--- src/rtl/duck_anim_sequencer.sv ---
// Per-duck animation sequencer: steps one duck through fly, shot, fall and done phases
// on video-frame ticks and selects the sprite/palette bank the renderer reads.
module duck_anim_sequencer #(
  parameter int unsigned FLAP_FRAMES = 3,
  parameter int unsigned FLAP_PERIOD = 6,
  parameter int unsigned SHOT_HOLD   = 30,
  parameter int unsigned FALL_FRAMES = 2,
  parameter int unsigned FALL_PERIOD = 4,
  parameter int unsigned SEL_W       = 4
) (
  input  logic             Clk,
  input  logic             Reset_n,
  input  logic             frame_tick,
  input  logic             spawn,
  input  logic             hit,
  input  logic             escape,
  input  logic             landed,
  output logic [SEL_W-1:0] sprite_sel,
  output logic             active,
  output logic [2:0]       state_o,
  output logic             done,
  output logic             result_hit,
  output logic             result_esc
);

  localparam int unsigned MaxFlapShot = (FLAP_PERIOD > SHOT_HOLD) ? FLAP_PERIOD : SHOT_HOLD;
  localparam int unsigned MaxPeriod   = (MaxFlapShot > FALL_PERIOD) ? MaxFlapShot : FALL_PERIOD;
  localparam int unsigned CntW        = (MaxPeriod > 1) ? $clog2(MaxPeriod) : 1;
  localparam int unsigned MaxFrames   = (FLAP_FRAMES > FALL_FRAMES) ? FLAP_FRAMES : FALL_FRAMES;
  localparam int unsigned IdxW        = (MaxFrames > 1) ? $clog2(MaxFrames) : 1;

  typedef enum logic [2:0] {
    StIdle = 3'd0,
    StFly  = 3'd1,
    StShot = 3'd2,
    StFall = 3'd3,
    StDone = 3'd4
  } state_e;

  state_e           state_q, state_d;
  logic [CntW-1:0]  cnt_q, cnt_d;
  logic [IdxW-1:0]  idx_q, idx_d;
  logic [SEL_W-1:0] sel_q, sel_d;
  logic             active_q, active_d;
  logic             done_q, done_d;
  logic             hit_q, hit_d;
  logic             esc_q, esc_d;

  always_comb begin
    state_d = state_q;
    cnt_d   = cnt_q;
    idx_d   = idx_q;
    hit_d   = hit_q;
    esc_d   = esc_q;
    unique case (state_q)
      StIdle: begin
        if (spawn) begin
          state_d = StFly;
          cnt_d   = '0;
          idx_d   = '0;
          hit_d   = 1'b0;
          esc_d   = 1'b0;
        end
      end
      StFly: begin
        // hit has priority over escape when both arrive together
        if (hit) begin
          state_d = StShot;
          cnt_d   = '0;
        end else if (escape) begin
          state_d = StDone;
          esc_d   = 1'b1;
        end else if (frame_tick) begin
          if (cnt_q == CntW'(FLAP_PERIOD - 1)) begin
            cnt_d = '0;
            idx_d = (idx_q == IdxW'(FLAP_FRAMES - 1)) ? '0 : idx_q + 1'b1;
          end else begin
            cnt_d = cnt_q + 1'b1;
          end
        end
      end
      StShot: begin
        if (frame_tick) begin
          if (cnt_q == CntW'(SHOT_HOLD - 1)) begin
            state_d = StFall;
            cnt_d   = '0;
            idx_d   = '0;
          end else begin
            cnt_d = cnt_q + 1'b1;
          end
        end
      end
      StFall: begin
        // landing pre-empts a same-cycle tick, so the index does not advance
        if (landed) begin
          state_d = StDone;
          hit_d   = 1'b1;
        end else if (frame_tick) begin
          if (cnt_q == CntW'(FALL_PERIOD - 1)) begin
            cnt_d = '0;
            idx_d = (idx_q == IdxW'(FALL_FRAMES - 1)) ? '0 : idx_q + 1'b1;
          end else begin
            cnt_d = cnt_q + 1'b1;
          end
        end
      end
      StDone: begin
        state_d = StIdle;
      end
      default: begin
        state_d = StIdle;
      end
    endcase
  end

  // Outputs are decoded from the next state so they appear registered with it.
  always_comb begin
    sel_d = sel_q;
    unique case (state_d)
      StIdle:  sel_d = '0;
      StFly:   sel_d = SEL_W'(idx_d);
      StShot:  sel_d = SEL_W'(FLAP_FRAMES);
      StFall:  sel_d = SEL_W'(FLAP_FRAMES + 1) + SEL_W'(idx_d);
      default: sel_d = sel_q;
    endcase
    active_d = (state_d == StFly) || (state_d == StShot) || (state_d == StFall);
    done_d   = (state_d == StDone);
  end

  always_ff @(posedge Clk or negedge Reset_n) begin
    if (!Reset_n) begin
      state_q  <= StIdle;
      cnt_q    <= '0;
      idx_q    <= '0;
      sel_q    <= '0;
      active_q <= 1'b0;
      done_q   <= 1'b0;
      hit_q    <= 1'b0;
      esc_q    <= 1'b0;
    end else begin
      state_q  <= state_d;
      cnt_q    <= cnt_d;
      idx_q    <= idx_d;
      sel_q    <= sel_d;
      active_q <= active_d;
      done_q   <= done_d;
      hit_q    <= hit_d;
      esc_q    <= esc_d;
    end
  end

  assign sprite_sel = sel_q;
  assign active     = active_q;
  assign state_o    = state_q;
  assign done       = done_q;
  assign result_hit = hit_q;
  assign result_esc = esc_q;

endmodule

--- config.mk ---
export PLATFORM = sky130hd
export DESIGN_NAME = duck_anim_sequencer
export DESIGN_NICKNAME = d
export VERILOG_FILES = /design/src/rtl/duck_anim_sequencer.sv
export SDC_FILE = /design/constraint.sdc
export NUM_CORES = 1
export LEC_CHECK = 0
export ABC_CLOCK_PERIOD_IN_PS = 1900
export BUFFER_PORTS_ARGS = -buffer_cell sky130_fd_sc_hd__buf_2
export CORE_MARGIN = 4
export CORE_UTILIZATION = 50
export CTS_BUF_LIST = sky130_fd_sc_hd__clkbuf_2 sky130_fd_sc_hd__clkbuf_4 sky130_fd_sc_hd__clkbuf_8
export DETAILED_ROUTE_END_ITERATION = 16
export PLACE_DENSITY = 0.7
export SETUP_SLACK_MARGIN = 0.1
export SYNTH_ARGS = -nofsm -noshare
export SYNTH_HDL_FRONTEND = slang
export SYNTH_SLANG_ARGS = --single-unit
--- constraint.sdc ---
create_clock -name Clk -period 1.9 [get_ports Clk]
set_input_delay 0.475 -clock Clk [delete_from_list [all_inputs] [get_ports Clk]]
set_output_delay 0.475 -clock Clk [all_outputs]
set_load 0.01 [all_outputs]
==> results.cfg <==
[cts]
cts_root_buf = clkbuf_4
clock_latency_ps = 290
numCtsBuffers = 3
cts_tree = built
htreeDepth = 1
hold_buffers = 0
clockBufferDepth = 2
path_clk_slew_ps = 100
clock-sinks = 17

[yosys]
synth_cells = 108
synth-seq-cells = 17
synthTopCellsByArea = dfrtp_1 40%, nand2_1 4.6%, a22o_1 3.3%
avgSynthCellArea_um2 = 9.86
syn-num-nets = 117
synth_area_um2 = 1060
ys_seq_area_share_pct = 40.0
yosysMostFrequentCell = dfrtp_1
yosysTopAreaCellShare_pct = 40.0
yosys.area.top_type = dfrtp_1
yosysUniqueCellTypes = 46
ys.warnings.count = 0
synth_common_cells = 17 x dfrtp_1, 13 x nand2_1, 6 x nor2_1
synthArstFlopShare_pct = 100
synth-edff-count = 0
synthFlopType = dfrtp_1

[power]
p_clk_share_pct = 10.4
power_mw = 1.90
p_per_area_nw_per_um2 = 1370
leakagePower_nw = 0.628
ir_drop_mv = 1.10
pwr-share-comb_pct = 58.7
power.switching_mw = 0.817
p_sw_share_pct = 43.0
seqPwrFrac_pct = 30.9
intPower_mw = 1.09

[layout]
multi_input_area_um2 = 662
fill_cells = 163
nets = 150
diodes = 0
final-seq-area_um2 = 428
fin_cells = 167
drive_above_1_share_pct = 44.3
area_growth_pct = 30.1
utilization_pct = 69.2

[global_routing]
antenna_found_initial = 0
grt_pass1_vias = 874
grt-ovfl-total = 0
grt_max_degree = 18
grt_pass1_wl_um = 3960
grt.total_usage_pct = 19.0

[setup_path]
rr_startpoint = cnt_q[0]$_DFFE_PN0P_
r2r_cells = 7
ff2ff_setup_slack_ps = 90
start_kind = flop
worstPathRequired_ps = 2080
path_max_fanout = 4
worstPathArrival_ps = 2000
cp_cell_sequence = buf_6, ha_4, and4_4, nand3_4, a311oi_4, nor2_2, a221o_1
worst_path_largest_cell_delay_ps = 400
crit_slowest_cell = dfrtp_1
crit_type = flop to flop
end_kind = flop
r2r_end = sprite_sel[0]$_DFFE_PN0P_
startpoint = cnt_q[0]$_DFFE_PN0P_
worstSetupEndpoint = sprite_sel[0]$_DFFE_PN0P_

[sta]
finClkSkew_ps = 3.01
slew_headroom_pct = 63.4
report.final.hold_viol_count = 0
fin_crit_ps = 1810
setup_viol = 0
fin_crit_sh_pct = 95.4
drv_slew = 0
fmax_ghz = 0.552
rsz0062_at_grt = true
layout_setup_ws_ps = 87.3
worstMarginPinSlew_ps = 545

[routing]
vias_per_cell = 5.86
drtIter0Drc = 34
vias = 979
first_pass_iters = 4
drc = 0
drtAntennaViolNets = 0
wire_per_inst_um = 16.0
totalWireLength_um = 2670

[die]
die_x_um = 54.1
core_area_um2 = 2000
std_cell_rows = 16
ios = 18
die-area_um2 = 2930
fp.dieH_um = 54.1
initial_core_util_pct = 53.2

[placement]
gp_congestion = 0.751
port_buffers = 16
placedCellCount = 154
dp_hpwl_um = 1710
dp_slack_ps = -40.0

[status]
status = finished, final reports clean

[min_path]
hold_path.class = primary input to asynchronous set/reset pin

[run]
drv_cap = 0
==> cells in the final DEF (no fill, tap or decap), types with 3 or more instances in the layout <==
master and count:
a22o_1 4, buf_2 16, buf_4 16, clkbuf_4 3, dfrtp_1 15, inv_1 3
nand2_1 13, nand2b_1 3, nand3_1 4, nor2_1 6, nor3_1 3, o21ai_1 3
==> worst min-delay path by stage <==
stage | startpoint | endpoint | slack, ps
after floorplan | Reset_n | active$_DFF_PN0_ | 180
after global placement | Reset_n | cnt_q[2]$_DFFE_PN0P_ | 420
after detailed placement | Reset_n | cnt_q[4]$_DFFE_PN0P_ | 420
after CTS | Reset_n | result_esc$_DFFE_PN0P_ | 100
after global routing | Reset_n | result_esc$_DFFE_PN0P_ | 100
final | Reset_n | result_esc$_DFFE_PN0P_ | 80
==> flip-flops by register name (all words and copies together) (netlist names) <==
register,count
cnt_q,5
sprite_sel,3
state_o,3
idx_q,2
active,1
done,1
result_esc,1
result_hit,1
==> layout make-up <==
class                   count  share of cell area, %
clock inverters             1                  0.361
clock buffers               3                   1.63
multi-input cells          81                   47.8
inverters                   5                   1.63
well taps                  27                   2.44
flip-flops and latches     17                   30.9
repair buffers             33                   15.3
==> power groups by stage <==
stage	registers [mW]	logic, mW	clock network, mW
floorplan	0.593	0.621	0
global placement	0.581	0.877	0
detailed placement	0.585	0.901	0
CTS	0.582	0.977	0.201
global route	0.599	1.21	0.214
finish	0.589	1.12	0.197
==> kinds of logic (layout without fill, tap and decap cells) <==
group	after synthesis	count (layout)	share of synthesized area, %
AND/OR/NAND/NOR	50	50	29.4
adder cells (fa/ha/maj)	2	2	2.35
flip-flops	17	17	40.0
buffers and inverters	11	42	6.46
other	1	1	0.352
AO/OA/AOI/OAI	27	28	21.5
==> through the flow <==
step | hold WS [ps] | area, µm² | setup TNS, ps
floorplan | 179 | 1060 | 0
global placement | 418 | 1200 | 0
detailed placement | 422 | 1200 | -76.7
CTS | 99.8 | 1280 | 0
global route | 104 | 1390 | 0
finish | 83.9 | 1390 | 0
==> repair_timing <==
action,CTS,global route
endpoints found under the setup margin,5,7
resized for setup,6,13
cloned,1,0
setup buffers,2,6
pin swaps,2,8
==> layer usage <==
layer	global-route usage [%]	up-vias	wire length [µm]
li1	-	470	-
met1	25.0	485	1200
met2	30.9	22	1340
met3	3.32	2	120
met4	7.05	0	10
met5	0	-	0
==> critical path: cells and delay by family (launching register included) <==
family,cells,cell delay [ps]
compound gates,2,620
simple gates,3,430
buf+inv,1,120
fa+ha+maj,1,130
flops,1,400
(Power assumes the default switching activity.)
